==> config.mk <==
export PLATFORM = sky130hd
export DESIGN_NAME = maze_cursor_mover
export DESIGN_NICKNAME = d
export VERILOG_FILES = /design/src/rtl/maze_pkg.sv /design/src/rtl/maze_cell_to_rc.sv /design/src/rtl/maze_cursor_mover.sv
export SDC_FILE = /design/constraint.sdc
export NUM_CORES = 1
export LEC_CHECK = 0
export BUFFER_PORTS_ARGS = -buffer_cell sky130_fd_sc_hd__buf_4
export CAP_MARGIN = 20
export CORE_UTILIZATION = 30
export CTS_CLUSTER_DIAMETER = 80
export DETAILED_ROUTE_END_ITERATION = 10
export SLEW_MARGIN = 15
export SYNTH_ARGS = -nofsm -noshare
export SYNTH_HDL_FRONTEND = slang
export SYNTH_SLANG_ARGS = --single-unit
==> constraint.sdc <==
create_clock -name CLK -period 5.9 [get_ports CLK]
set_clock_uncertainty 0.2 [all_clocks]
set_input_delay 1.18 -clock CLK [delete_from_list [all_inputs] [get_ports CLK]]
set_output_delay 1.18 -clock CLK [all_outputs]
set_load 0.1 [all_outputs]
==> src/rtl/maze_pkg.sv <==
// Shared constants, state encoding and index helper for the maze cursor
// mover and the checkpoint/square renderer.
package maze_pkg;

    localparam int unsigned COLS       = 18;
    localparam int unsigned ROWS       = 11;
    localparam int unsigned NUM_CELLS  = 198;
    localparam int unsigned START_CELL = 181;
    localparam int unsigned HIT_TICKS  = 10;
    localparam int unsigned WALL_CODE  = 255;

    localparam logic [7:0] START_IDX = 8'd181;
    localparam logic [3:0] START_ROW = 4'd10;
    localparam logic [4:0] START_COL = 5'd1;
    localparam logic [7:0] WALL_IDX  = 8'd255;
    localparam logic [7:0] LAST_IDX  = 8'd197;
    localparam logic [3:0] LAST_ROW  = 4'd10;
    localparam logic [4:0] LAST_COL  = 5'd17;
    localparam logic [3:0] HIT_LAST  = 4'd9;

    // Checkpoint cells the renderer may hand back as begin_spot.
    localparam logic [7:0] CHECKPOINT_0 = 8'd31;
    localparam logic [7:0] CHECKPOINT_1 = 8'd113;
    localparam logic [7:0] CHECKPOINT_2 = 8'd178;
    localparam logic [7:0] CHECKPOINT_3 = 8'd37;
    localparam logic [7:0] CHECKPOINT_4 = 8'd139;

    typedef enum logic [1:0] {
        ST_ALIVE   = 2'd0,
        ST_HIT     = 2'd1,
        ST_RESPAWN = 2'd2
    } cursor_state_e;

    function automatic logic [7:0] rc_to_idx(input logic [3:0] row, input logic [4:0] col);
        return ({4'd0, row} * 8'd18) + {3'd0, col};
    endfunction

endpackage

==> src/rtl/maze_cell_to_rc.sv <==
// Combinational split of a linear cell index into grid row and column.
module maze_cell_to_rc
    import maze_pkg::*;
(
    input  logic [7:0] idx,
    output logic [3:0] row,
    output logic [4:0] col
);

    // Constant divide/modulo by the column count; callers only pass indices <= 197.
    always_comb begin
        row = 4'(idx / 8'(COLS));
        col = 5'(idx % 8'(COLS));
    end

endmodule

==> src/rtl/maze_cursor_mover.sv <==
// Steps the player cursor across the maze grid on each move tick, holds the
// wall code after a wall hit, then respawns at the renderer's checkpoint.
module maze_cursor_mover
    import maze_pkg::*;
(
    input  logic         CLK,
    input  logic         RESET,
    input  logic         move_tick,
    input  logic         btnU,
    input  logic         btnD,
    input  logic         btnL,
    input  logic         btnR,
    input  logic         freeze,
    input  logic [197:0] mazestate,
    input  logic [7:0]   begin_spot,
    output logic [7:0]   count,
    output logic         hit_pulse,
    output logic         moved
);

    cursor_state_e state_q, state_d;
    logic [3:0]    row_q, row_d;
    logic [4:0]    col_q, col_d;
    logic [3:0]    hit_cnt_q, hit_cnt_d;
    logic [7:0]    count_q, count_d;
    logic          hit_pulse_q, hit_pulse_d;
    logic          moved_q, moved_d;

    logic          step_req_s;
    logic          at_edge_s;
    logic [3:0]    tgt_row_s;
    logic [4:0]    tgt_col_s;
    logic [7:0]    tgt_idx_s;
    logic          tgt_open_s;
    logic          tick_go_s;

    logic [7:0]    rs_idx_s;
    logic [3:0]    rs_row_s;
    logic [4:0]    rs_col_s;

    // Out-of-range checkpoints fall back to the trusted start cell.
    assign rs_idx_s = (begin_spot <= LAST_IDX) ? begin_spot : START_IDX;

    maze_cell_to_rc u_respawn_rc (
        .idx (rs_idx_s),
        .row (rs_row_s),
        .col (rs_col_s)
    );

    // Pick the highest-priority direction and work out the neighbouring cell.
    always_comb begin
        tgt_row_s  = row_q;
        tgt_col_s  = col_q;
        at_edge_s  = 1'b0;
        step_req_s = 1'b1;
        if (btnU) begin
            at_edge_s = (row_q == 4'd0);
            tgt_row_s = row_q - 4'd1;
        end else if (btnD) begin
            at_edge_s = (row_q == LAST_ROW);
            tgt_row_s = row_q + 4'd1;
        end else if (btnL) begin
            at_edge_s = (col_q == 5'd0);
            tgt_col_s = col_q - 5'd1;
        end else if (btnR) begin
            at_edge_s = (col_q == LAST_COL);
            tgt_col_s = col_q + 5'd1;
        end else begin
            step_req_s = 1'b0;
        end
        tgt_idx_s  = rc_to_idx(tgt_row_s, tgt_col_s);
        if (tgt_idx_s <= LAST_IDX) begin
            tgt_open_s = mazestate[tgt_idx_s];
        end else begin
            tgt_open_s = 1'b0;
        end
        tick_go_s = move_tick & ~freeze & step_req_s & ~at_edge_s;
    end

    // State register plus position, hit counter and registered outputs.
    always_ff @(posedge CLK) begin
        if (!RESET) begin
            state_q     <= ST_ALIVE;
            row_q       <= START_ROW;
            col_q       <= START_COL;
            hit_cnt_q   <= 4'd0;
            count_q     <= START_IDX;
            hit_pulse_q <= 1'b0;
            moved_q     <= 1'b0;
        end else begin
            state_q     <= state_d;
            row_q       <= row_d;
            col_q       <= col_d;
            hit_cnt_q   <= hit_cnt_d;
            count_q     <= count_d;
            hit_pulse_q <= hit_pulse_d;
            moved_q     <= moved_d;
        end
    end

    // Next-state logic.
    always_comb begin
        state_d = state_q;
        case (state_q)
            ST_ALIVE: begin
                if (tick_go_s && !tgt_open_s) begin
                    state_d = ST_HIT;
                end else begin
                    state_d = ST_ALIVE;
                end
            end
            ST_HIT: begin
                if (move_tick && (hit_cnt_q == HIT_LAST)) begin
                    state_d = ST_RESPAWN;
                end else begin
                    state_d = ST_HIT;
                end
            end
            ST_RESPAWN: state_d = ST_ALIVE;
            default:    state_d = ST_ALIVE;
        endcase
    end

    // Datapath and output values for the next edge.
    always_comb begin
        row_d       = row_q;
        col_d       = col_q;
        hit_cnt_d   = hit_cnt_q;
        count_d     = count_q;
        hit_pulse_d = 1'b0;
        moved_d     = 1'b0;
        case (state_q)
            ST_ALIVE: begin
                if (tick_go_s && tgt_open_s) begin
                    row_d   = tgt_row_s;
                    col_d   = tgt_col_s;
                    count_d = tgt_idx_s;
                    moved_d = 1'b1;
                end else if (tick_go_s) begin
                    count_d     = WALL_IDX;
                    hit_pulse_d = 1'b1;
                    hit_cnt_d   = 4'd0;
                end else begin
                    count_d = count_q;
                end
            end
            ST_HIT: begin
                count_d = WALL_IDX;
                if (move_tick) begin
                    hit_cnt_d = (hit_cnt_q == HIT_LAST) ? 4'd0 : hit_cnt_q + 4'd1;
                end else begin
                    hit_cnt_d = hit_cnt_q;
                end
            end
            ST_RESPAWN: begin
                row_d     = rs_row_s;
                col_d     = rs_col_s;
                count_d   = rs_idx_s;
                hit_cnt_d = 4'd0;
            end
            default: begin
                row_d     = START_ROW;
                col_d     = START_COL;
                count_d   = START_IDX;
                hit_cnt_d = 4'd0;
            end
        endcase
    end

    assign count     = count_q;
    assign hit_pulse = hit_pulse_q;
    assign moved     = moved_q;

endmodule

# After elaboration in Yosys (flattened, before gate mapping)
# Cells that the tools add are included.
dict set report word_totals {
  in_bits 214
  out_inout_bits 10
  reg_bits 25
}
dict set report op_classes {
  n_addsub 6
  n_lt_le_gt_ge 3
  eq_ne 10
  div_mod_pow 2
  mul 1
  muxes 35
  reduce_logical 11
  bitwise_logic 8
}
# cell count
set op_table {}
lappend op_table {{two-way mux 4 bit} 7}
lappend op_table {{two-way mux 5 bit} 5}
lappend op_table {{two-way mux 8 bit} 3}
lappend op_table {{case mux 8 bit (3 select lines)} 1}
lappend op_table {{<= comparator 8 bit (second input constant)} 2}
lappend op_table {{case mux 5 bit (3 select lines)} 1}
lappend op_table {{two-way mux 1 bit} 13}
lappend op_table {{case mux 4 bit (3 select lines)} 1}
lappend op_table {{less-than comparator 8 x 9 -> 1 bit (second input constant)} 1}
lappend op_table {{adder 4 x 1 -> 4 bit (second input constant)} 2}
lappend op_table {{adder 8 x 5 -> 8 bit} 1}
lappend op_table {{binary-select mux 1 bit (select 8 bit)} 1}
lappend op_table {{divider 8 x 5 -> 8 bit (second input constant)} 1}
lappend op_table {{== test 4 bit (second input constant)} 2}
lappend op_table {{remainder unit 8 x 5 -> 8 bit (second input constant)} 1}
lappend op_table {{!= test 2 bit (second input constant)} 4}
lappend op_table {{case mux 4 bit (2 select lines)} 1}
lappend op_table {{multiplier 4 x 4 -> 7 bit (second input constant)} 1}
lappend op_table {{adder 5 x 1 -> 5 bit (second input constant)} 1}
lappend op_table {{== test 5 bit (second input constant)} 1}
lappend op_table {{zero test 5 bit} 1}
lappend op_table {{NOT 1 bit} 5}
lappend op_table {{subtractor 5 x 1 -> 5 bit (second input constant)} 1}
lappend op_table {{zero test 4 bit} 1}
lappend op_table {{13 further kinds} 18}

# Longest topological paths before layout
# Gate-level depths: netlist (run 1).
dict set report depth {
  ltp_word 13
  mapped_depth 22
  ltp_nobuf 19
}

# Modules after synthesis
# Synthesis (run 1) repeated with hierarchy kept, for this count alone.
dict set report hier_totals {
  hier_cells 796
  hier_area_um2 5750.5
}
# mod area_per_inst_um2 instances cells_per_inst
set by_module_without_submodules {}
lappend by_module_without_submodules {maze_cursor_mover 5181.2 1 718}
lappend by_module_without_submodules {maze_cell_to_rc 569.3 1 78}

# Worst setup path after synthesis (run 1)
# Ideal clock, no wire load.
dict set report synth_timing {
  kind {input -> register}
  startpoint {input port btnR}
  endpoint {register count_q[3] (netlist: count[3])}
  stages 18
  arrival_time_ns 5.180
  path_buffers 5
  path_slack_ns 0.392
  setup_ns 0.128
  path_cell_list {or2_1 buf_6 nand2_1 buf_4 buf_6 a21oi_1 ha_1 fa_1 buf_1 clkbuf_1 nor3_1 o21ai_0 a31oi_1 o311a_1 nor4b_4 nand4_1 o2111ai_1 o21ai_1}
}
dict set report synth_via {
  elab_chain_cells 11
  elab_cells_between_ends 24
}
# element line
set synth_rtl {}
lappend synth_rtl {{start, declared} maze_cursor_mover.sv:12} ;# input logic btnR,
lappend synth_rtl {{two-way mux 5 bit} maze_cursor_mover.sv:65} ;# end else if (btnR) begin
lappend synth_rtl {{two-way mux 5 bit} maze_cursor_mover.sv:62} ;# end else if (btnL) begin
lappend synth_rtl {{two-way mux 5 bit} maze_cursor_mover.sv:59} ;# end else if (btnD) begin
lappend synth_rtl {{two-way mux 5 bit} maze_cursor_mover.sv:56} ;# if (btnU) begin
lappend synth_rtl {{adder 8 x 5 -> 8 bit} maze_pkg.sv:35} ;# return ({4'd0, row} * 8'd18) + {3'd0, col};
lappend synth_rtl {{binary-select mux 1 bit (select 8 bit)} maze_cursor_mover.sv:73} ;# tgt_open_s = mazestate[tgt_idx_s];
lappend synth_rtl {{two-way mux 1 bit (not written as such)} maze_cursor_mover.sv:73}
lappend synth_rtl {{two-way mux 1 bit} maze_cursor_mover.sv:72} ;# if (tgt_idx_s <= LAST_IDX) begin
lappend synth_rtl {{logical AND 1 bit} maze_cursor_mover.sv:134} ;# if (tick_go_s && tgt_open_s) begin
lappend synth_rtl {{two-way mux 8 bit} maze_cursor_mover.sv:134}
lappend synth_rtl {{case mux 8 bit (3 select lines)} maze_cursor_mover.sv:132} ;# case (state_q)
lappend synth_rtl {{end signal, assigned} maze_cursor_mover.sv:95} ;# count_q <= count_d;
lappend synth_rtl {{end, declared} maze_cursor_mover.sv:25} ;# logic [7:0] count_q, count_d;
# Parallel ways exist; a longest one is shown, timed or not. The select of a mux whose other input is x is not followed.
# A chain may end at the register's enable or synchronous reset.

# Worst setup path in the final report (run 1)
dict set report layout_timing {
  startpoint {input port begin_spot[2]}
  endpoint {register col_q[3]}
}
dict set report layout_via {
  elab_chain_cells 4
}
# element line
set layout_rtl {}
lappend layout_rtl {{start, declared} maze_cursor_mover.sv:15} ;# input logic [7:0] begin_spot,
lappend layout_rtl {{<= comparator 8 bit} maze_cursor_mover.sv:42} ;# assign rs_idx_s = (begin_spot <= LAST_IDX) ? begin_spot : START_IDX;
lappend layout_rtl {{two-way mux 8 bit *} maze_cursor_mover.sv:42}
lappend layout_rtl {{remainder unit 8 x 5 -> 8 bit *} maze_cell_to_rc.sv:13} ;# col = 5'(idx % 8'(COLS));
lappend layout_rtl {{case mux 5 bit (3 select lines) *} maze_cursor_mover.sv:132}
lappend layout_rtl {{end signal, assigned} maze_cursor_mover.sv:93} ;# col_q <= col_d;
lappend layout_rtl {{end, declared} maze_cursor_mover.sv:23} ;# logic [4:0] col_q, col_d;
# Every way passes the cells marked *; elsewhere a longest branch is shown, timed or not.

==> results by group, run 1 <==
Run status
  • Outcome: complete, no violations

Floorplan
  • Die Y: roughly 130 um
  • Core area: ~17000 sq um
  • Cell row count: 48
  • Initial Util: 30.7%
  • Die X: 135 um
  • Io pins: 224
  • Die area: approximately 18000 sq um

Power and ir drop
  • Worst vdd ir: 128 uV
  • Sw Share: 53.8%
  • Clock power share: around 7.4%
  • Leak: 0.00321 uW
  • Comb pwr share: 81.3%
  • Reg power frac: 11.2%
  • NetSw: roughly 1100 uW
  • Power Total: 2040 uW
  • Int Power: 944 uW
  • Pwr Density: 280 nW/um^2

Global routing
  • All-layer global routing usage: 24.5%
  • Global route total overflow: 0
  • Initial antenna violation count: 0
  • Largest net degree at the start of global routing: 59
  • First-pass GRT wire length: approximately 35000 um
  • Vias in the first global route: 6558

Route
  • # DRC: 0
  • Vias per cell: 5.76
  • ANT nets after route: 0
  • WL/cell: 19.5 um
  • DR pass1 iterations: 5
  • DRT iter0 DRCs: between 600 and 700
  • Routed vias: 6809
  • DRT Wirelength: 23100 um

STA
  • Setup violators final: 0
  • Post-route minimum period: 5580 ps
  • Fin. max-slew vios: 0
  • Highest Clock Rate: approximately 180 MHz
  • Crit share post-route: 94.6%
  • Hold_ws: 255 ps
  • Slew headroom: 34.6%
  • Setup_tns: 0 ps
  • Final hold viol count: 0
  • Worst-Margin Slew: 980 ps

Clocking
  • Clock sinks: 25
  • Cts bufs inserted: 3
  • H-tree depth: 1
  • Root Buffer: clkbuf_16
  • Worst-Skew Late Latency: 260 ps
  • Post-CTS Setup Inserts: 0
  • Post-CTS Hold Buffers: 0
  • CTS Buffer Depth: 2
  • Clk pin slew, worst setup/hold paths: about 60 ps
  • TritonCTS clock tree: yes

Yosys
  • Seq/Total Area, Yosys: 9.45%
  • Post-Synthesis Cells: 756
  • Post-synth ARST share: 0%
  • Synth Area per Inst: about 7.0 sq um
  • Largest cells by area after synthesis: dfxtp_1 (9.5%), nand2_1 (8.4%), mux2i_1 (6.2%)
  • Top cell type's share of synthesized area: under 10%
  • Post-synth top area cell: dfxtp_1
  • YS warnings: 0
  • Post-Syn Area: 5300 sq um
  • Distinct cells, synth: 86
  • Post-synth EDFFs: 0
  • Ys flop type: dfxtp_1
  • Syn_nets: 991
  • Seq cells post-synth: 25

Setup path
  • Worst r2r path cells: 19
  • Worst EP arrival: 5530 ps
  • Max incr delay on CP: 710 ps
  • CP Launch Type: primary input
  • Critical path, cell by cell: buf_4 -> a2111o_1 -> a21boi_0 -> inv_1 -> ha_1 -> nand3b_1 -> o32a_2 -> xnor2_1 -> inv_1 -> ha_1 -> or4b_2 -> nand2_1 -> o21ai_1 -> xnor2_1 -> ha_1 -> o21ai_0 -> mux2_2 -> nand3_1 -> nand3_1
  • Crit path max fanout: 5
  • RR Startpoint: col_q[1]$_SDFFE_PN0P_
  • Worst endpoint required time: 5850 ps
  • Worst r2r dst: count[3]$_SDFFE_PN0P_
  • Critical path's top delay family: compound AO/OA/AOI/OAI gates
  • FF-to-FF setup slack: 830 ps
  • Top cell by count, worst path: ha_1
  • Worst path slowest cell: or4b_2
  • Critical path class: primary input to flip-flop
  • Buf/Inv on CP: 3
  • Endpoint class of the critical path: flip-flop

Hold path
  • Worst Hold End: count[3]$_SDFFE_PN0P_
  • Hold_sp: count[3]$_SDFFE_PN0P_
  • Worst Hold Depth: 2
  • HP Class: flip-flop to flip-flop

Final layout
  • Final design utilization: approximately 42%
  • # fillers: around 1.8k
  • Area growth from synthesis to layout: 38.1%
  • Nets: 1194
  • Number of diodes: 0
  • Share of cells above drive strength 1: 31.5%

Job
  • Max Cap Violations: 0

Place
  • HPWL Detailed: 18700 um
  • Routability cong.: 0.963
  • Port-buffer cells: roughly 220
==> Yosys cell counts, drive strengths merged (7+ instances only) <==
library cell	count
nor4	8
and2	8
nor4b	7
a21oi	45
o22ai	15
nand3	38
nor3	15
a221oi	7
a31oi	16
mux2	9
ha	20
inv	21
mux4	14
nand2b	24
clkbuf	24
nor2	55
o21ai	43
buf	31
nor2b	7
mux2i	33
and3	10
nand2	121
nand4	12
dfxtp	25
xnor2	11
a211oi	16
xor2	7
==> how the worst max path moves through the flow <==
stage	startpoint	end	slack, ps	cells after the start
after detailed placement	begin_spot[5]	col_q[3]$_SDFFE_PN0P_	60	20
after floorplan	btnR	count[3]$_SDFFE_PN0P_	390	18
after CTS	begin_spot[5]	col_q[3]$_SDFFE_PN0P_	290	20
after global placement	begin_spot[5]	col_q[3]$_SDFFE_PN0P_	-100	20
final	begin_spot[2]	col_q[3]$_SDFFE_PN0P_	320	19
after global routing	begin_spot[2]	col_q[3]$_SDFFE_PN0P_	-2	18
==> layer usage <==
layer,vias up,GRT usage [%],part of all wire [%]
li1,3286,-,-
met1,3156,29.4,39
met2,326,44.6,49
met3,41,3.90,8.6
met4,0,6.68,2.5
met5,-,0,0
==> timing repair <==
item,in CTS,in global routing
resized for setup,0,4
endpoints found under the hold margin,0,0
setup endpoints to repair,0,2
==> through the flow <==
step                      setup slack (ps)  instances  instance area, sq um
after CTS                              291       1183                  7290
final                                  318       1183                  7310
after global placement                -103       1179                  7210
after detailed placement              58.1       1179                  7210
after floorplan                        392        756                  5300
after global routing                 -2.01       1183                  7310
==> cell type report <==
class / instances / area [sq um] / share of cell area (%)
multi-input cells: 654 / 4470 / 61.1
flip-flops and latches: 25 / 502 / 6.86
inverters: 22 / 82.6 / 1.13
repair buffers: 253 / 1900 / 26.0
clock buffers: 4 / 78.8 / 1.08
well taps: 225 / 282 / 3.85
==> worst register-to-register path, stage by stage, from the launching register on <==
cell       delay [ps]
dfxtp_1           380
inv_1             110
ha_1              300
nor3b_1           190
a21oi_1            60
nor2_1            110
a21oi_1            70
ha_1              220
fa_1              660
nand2b_1          380
a2111oi_0         400
nor2_1            140
nand4_1           140
nor3_1             60
a211o_1           270
nand4b_1          100
nor4b_4           460
nand4_1           370
o2111ai_1         280
o21ai_1            80
==> power groups by stage <==
stage | Clock, uW | Sequential [uW] | Combinational, uW
2_1_floorplan | 0 | 330 | 1000
3_3_place_gp | 0 | 234 | 1640
3_5_place_dp | 0 | 232 | 1640
4_1_cts | 153 | 229 | 1640
5_1_grt | 160 | 234 | 1790
6_report | 152 | 229 | 1660
==> state kept, by name, indices dropped and copies added (netlist names) <==
register   count
count          8
col_q          5
hit_cnt_q      4
row_q          4
state_q        2
hit_pulse      1
moved          1
==> kinds of logic after synthesis <==
logic type / after synthesis / synth area share [%]
AND/OR/NAND/NOR: 323 / 30.3
AO/OA/AOI/OAI: 236 / 31.3
buffers and inverters: 77 / 6.62
multiplexers: 56 / 14.1
flip-flops: 25 / 9.45
adder cells (fa/ha/maj): 21 / 5.10
XOR/XNOR: 18 / 3.12
==> layout by cell type, fill, tap and decap left out, drive strengths merged, types with 7 or more instances in the layout <==
master	netlist	routed
a211oi	16	16
dfxtp	25	25
xnor2	11	11
and3	10	10
nor2	55	55
nor4b	7	7
a21oi	45	45
mux2i	33	33
a31oi	16	16
nor4	8	8
buf	31	253
nor3	15	15
nor2b	7	7
o21ai	43	43
inv	21	21
nand4	12	12
nand2b	24	24
mux2	9	9
mux4	14	14
a221oi	7	7
o22ai	15	15
xor2	7	7
nand2	121	121
nand3	38	38
and2	8	8
ha	20	20
No activity file was read; power rests on OpenSTA's default activity.
==> run 2: changes to the inputs <==
--- a/config.mk
+++ b/config.mk
@@ -13,4 +13,5 @@
 export SLEW_MARGIN = 15
 export SYNTH_ARGS = -nofsm -noshare
 export SYNTH_HDL_FRONTEND = slang
+export SYNTH_HIERARCHICAL = 1
 export SYNTH_SLANG_ARGS = --single-unit
==> run 2 against run 1 <==
  * Wire length is 15% higher
  * Highest routed layer unchanged
  * Largest cell class unchanged
  * Die area is 8.5% higher
  * Synthesized cell count rose by 5.3%
  * Critical path type unchanged
  * Sequential share of layout area is 0.57 points lower
  * Count of clock-buffer cells in the layout fell by 1
==> results by group, run 2 <==
Hold path
  • HP Class: flip-flop to flip-flop (unchanged)
  • Hold_sp: hit_cnt_q[3]$_SDFFE_PN0P_ (was count[3]$_SDFFE_PN0P_)

Final layout
  • Final design utilization: 42.5% (was 42.4%)
  • Nets: 1253 (was 1194)
  • Register area: 502 sq um (unchanged)
  • Most common cell after layout, fill and taps aside: buf_4 (unchanged)
  • Number of diodes: 0 (unchanged)
  • Max reg flops: 8 (unchanged)
  • Multi-input logic area: 4820 sq um (was 4470 sq um)
  • # fillers: 1941 (was 1799)
  • Most frequent cells in the layout: buf_4 (288), nand2_1 (90), a21oi_1 (56), nand3_1 (56), o21ai_0 (54) (was buf_4 (253), nand2_1 (119), nor2_1 (51))
  • Share of cells above drive strength 1: 35.3% (was 31.5%)
  • Area growth from synthesis to layout: 38.6% (was 38.1%)

Job
  • Max Cap Violations: 0 (unchanged)

Yosys
  • Seq/Total Area, Yosys: 8.70% (was 9.45%)
  • Post-synth top cells: nand2_1 (90), a21oi_1 (56), nand3_1 (56), o21ai_0 (54), mux2i_1 (42) (was nand2_1 (119), nor2_1 (51), a21oi_1 (45), o21ai_0 (40), nand3_1 (36))
  • Post-synthesis xor/xnor area fraction: 2.89% (was 3.12%)
  • Post-Synthesis Cells: 796 (was 756)
  • Synth Area in Adders: 3.83% (was 5.10%)
  • Main combinational cell family by area after synthesis: compound AO/OA/AOI/OAI gates (unchanged)
  • Post-Syn Area: 5750 sq um (was 5300 sq um)
  • Seq cells post-synth: 25 (unchanged)
  • Post-synth EDFFs: 0 (unchanged)
  • Largest cells by area after synthesis: dfxtp_1 (8.7%), mux2i_1 (7.3%), nand2_1 (5.9%) (was dfxtp_1 (9.5%), nand2_1 (8.4%), mux2i_1 (6.2%))
  • Simple-Gate Fraction of Synth Area: 25.8% (was 30.3%)
  • Most numerous cell in the Yosys netlist: nand2_1 (unchanged)
  • Ys flop type: dfxtp_1 (unchanged)
  • Distinct cells, synth: 93 (was 86)
  • Synth Area per Inst: 7.22 sq um (was 7.00 sq um)
  • Compound-Gate Fraction of Synth Area: 34.5% (was 31.3%)
  • Post-synthesis mux area share: 16.8% (was 14.1%)
  • Top cell type's share of synthesized area: 8.70% (was 9.45%)
  • Post-synth ARST share: 0% (unchanged)
  • Post-synth top area cell: dfxtp_1 (unchanged)
  • Syn_nets: 1027 (was 991)
  • YS warnings: 6 (was 0)

Floorplan
  • Die X: 140 um (was 135 um)
  • Cell row count: 50 (was 48)
  • Core area: 18800 sq um (was 17200 sq um)
  • Die Y: 140 um (was 135 um)
  • Io pins: 224 (unchanged)
  • Die area: 19700 sq um (was 18200 sq um)
  • Initial Util: 30.6% (was 30.7%)

Setup path
  • Worst EP arrival: 5460 ps (was 5530 ps)
  • Worst endpoint required time: 5890 ps (was 5850 ps)
  • Critical path class: primary input to flip-flop (unchanged)
  • Crit. Startpoint: btnL (was begin_spot[2])
  • Crit path max fanout: 28 (was 5)
  • CP Launch Type: primary input (unchanged)
  • RR Startpoint: col_q[0]$_SDFFE_PN1P_ (was col_q[1]$_SDFFE_PN0P_)
  • Endpoint class of the critical path: flip-flop (unchanged)

STA
  • Hold_ws: 309 ps (was 255 ps)
  • RSZ-0062 raised after global routing: no
  • Worst-Margin Slew: 661 ps (was 980 ps)
  • Final hold viol count: 0 (unchanged)
  • Setup_tns: 0 ps (unchanged)
  • Highest Clock Rate: 183 MHz (was 179 MHz)
  • Fin. max-slew vios: 0 (unchanged)
  • Setup violators final: 0 (unchanged)
  • Crit share post-route: 92.7% (was 94.6%)
  • Post-route minimum period: 5470 ps (was 5580 ps)
  • Slew headroom: 55.8% (was 34.6%)

Clocking
  • Cts bufs inserted: 3 (unchanged)
  • CTS Buffer Depth: 2 (unchanged)
  • Worst-Skew Late Latency: 270 ps (was 260 ps)
  • Root Buffer: clkbuf_16 (unchanged)
  • Post-CTS Hold Buffers: 0 (unchanged)
  • Clk pin slew, worst setup/hold paths: 70 ps (was 60 ps)
  • H-tree depth: 1 (unchanged)
  • Clock sinks: 25 (unchanged)
  • TritonCTS clock tree: yes (unchanged)

Route
  • Top routing layer in use: met4 (unchanged)
  • Routed vias: 7543 (was 6809)
  • Routed wl met2: 12900 um (was 11400 um)
  • DRT iter0 DRCs: 662 (was 640)
  • # DRC: 0 (unchanged)
  • ANT nets after route: 0 (unchanged)
  • WL/cell: 21.2 um (was 19.5 um)
  • Met3 Wirelength: 2420 um (was 1990 um)
  • Vias per cell: 6.01 (was 5.76)
  • DR pass1 iterations: 7 (was 5)
  • Met1 wire length: 10500 um (was 9110 um)
  • DRT Wirelength: 26600 um (was 23100 um)

Global routing
  • Initial antenna violation count: 0 (unchanged)
  • Largest net degree at the start of global routing: 57 (was 59)
  • First-pass GRT wire length: 40500 um (was 35300 um)
  • Vias in the first global route: 7129 (was 6558)
  • Global route total overflow: 0 (unchanged)
  • All-layer global routing usage: 26.0% (was 24.5%)

Power and ir drop
  • Worst vdd ir: 97.8 uV (was 128 uV)
  • Power Total: 1530 uW (was 2040 uW)
  • Pwr Density: 192 nW/um^2 (was 280 nW/um^2)
  • Leak: 0.00337 uW (was 0.00321 uW)

Run status
  • Outcome: complete, no violations (unchanged)

Place
  • Port-buffer cells: 223 (unchanged)
  • HPWL Detailed: 21300 um (was 18700 um)
  • Routability cong.: 1.01 (was 0.963)
==> run 2: cell types whose count changed in the layout (fill, tap and decap cells not counted), moves of 10 or more <==
cell      delta
a21oi_1     +11
nand2b_1    -12
o21ai_0     +14
buf_4       +35
nor2b_1     +10
nand3_1     +20
nand2_1     -29
o22ai_1     -10
mux2_2      +14
nor2_1      -18
o211ai_1    +15
==> run 2: path summary, 6_finish.rpt <==
path,to,slack (ps),cells past startpoint
worst max-delay path,col_q[3]$_SDFFE_PN0P_,430,19
worst max register to register,col_q[3]$_SDFFE_PN0P_,780,19
worst min register to register,state_q[1]$_SDFF_PN0_,310,2
worst min-delay path,state_q[1]$_SDFF_PN0_,310,2
==> run 2: final cells by class <==
type                    instances  area share, %
repair buffers                290           27.6
inverters                      18          0.848
well taps                     234           3.67
clock buffers                   3          0.942
multi-input cells             684           60.5
clock inverters                 1         0.0942
flip-flops and latches         25           6.29
==> run 2: critical path: stages <==
cell and delay [ps]:
buf_4 150, nor2b_1 190, mux2i_1 110, o22ai_1 220, ha_2 230, inv_1 50, fa_2 600, buf_12 220
nor2_1 90, buf_4 200, a32oi_1 200, nor2_1 50, a2111oi_0 410, o2111ai_1 180, a21boi_0 310, o32ai_2 170
mux2_2 330, a21oi_4 330, mux2i_1 220
==> run 2: through the flow <==
| step | area (sq um) | setup WS [ps] | std cells |
|---|---|---|---|
| 2_1_floorplan | 5750 | 115 | 796 |
| 3_3_place_gp | 7890 | 197 | 1251 |
| 3_5_place_dp | 7890 | 116 | 1251 |
| 4_1_cts | 7970 | 382 | 1255 |
| 5_1_grt | 7970 | 80.0 | 1255 |
| 6_report | 7970 | 431 | 1255 |
==> run 2: power breakdown <==
group	total [uW]	internal [uW]	leakage [uW]	switching [uW]
logic	1180	498	0.00313	677
registers	201	184	0.000203	16.3
clock network	158	92.3	0.0000371	65.7
total	1530	775	0.00337	759
==> run 2: cell families after synthesis <==
kind of cell | after synthesis
xor gates and xnor gates | 19
DFF | 25
buffers and inverters | 87
and+or+nand+nor | 287
AOI/OAI and AO/OA | 283
muxes | 78
adders and majority gates | 17
==> run 2: per-layer routing <==
metal | vias to the layer above | GRT usage (%)
li1 | 3540 | -
met1 | 3521 | 31.7
met2 | 428 | 46.8
met3 | 54 | 3.97
met4 | 0 | 7.61
met5 | - | 0
==> run 2: timing repair <==
action / in CTS / in global routing
setup buffers: 0 / 0
endpoints found under the hold margin: 0 / 0
endpoints found under the setup margin: 0 / 1
gates resized for setup: 0 / 2
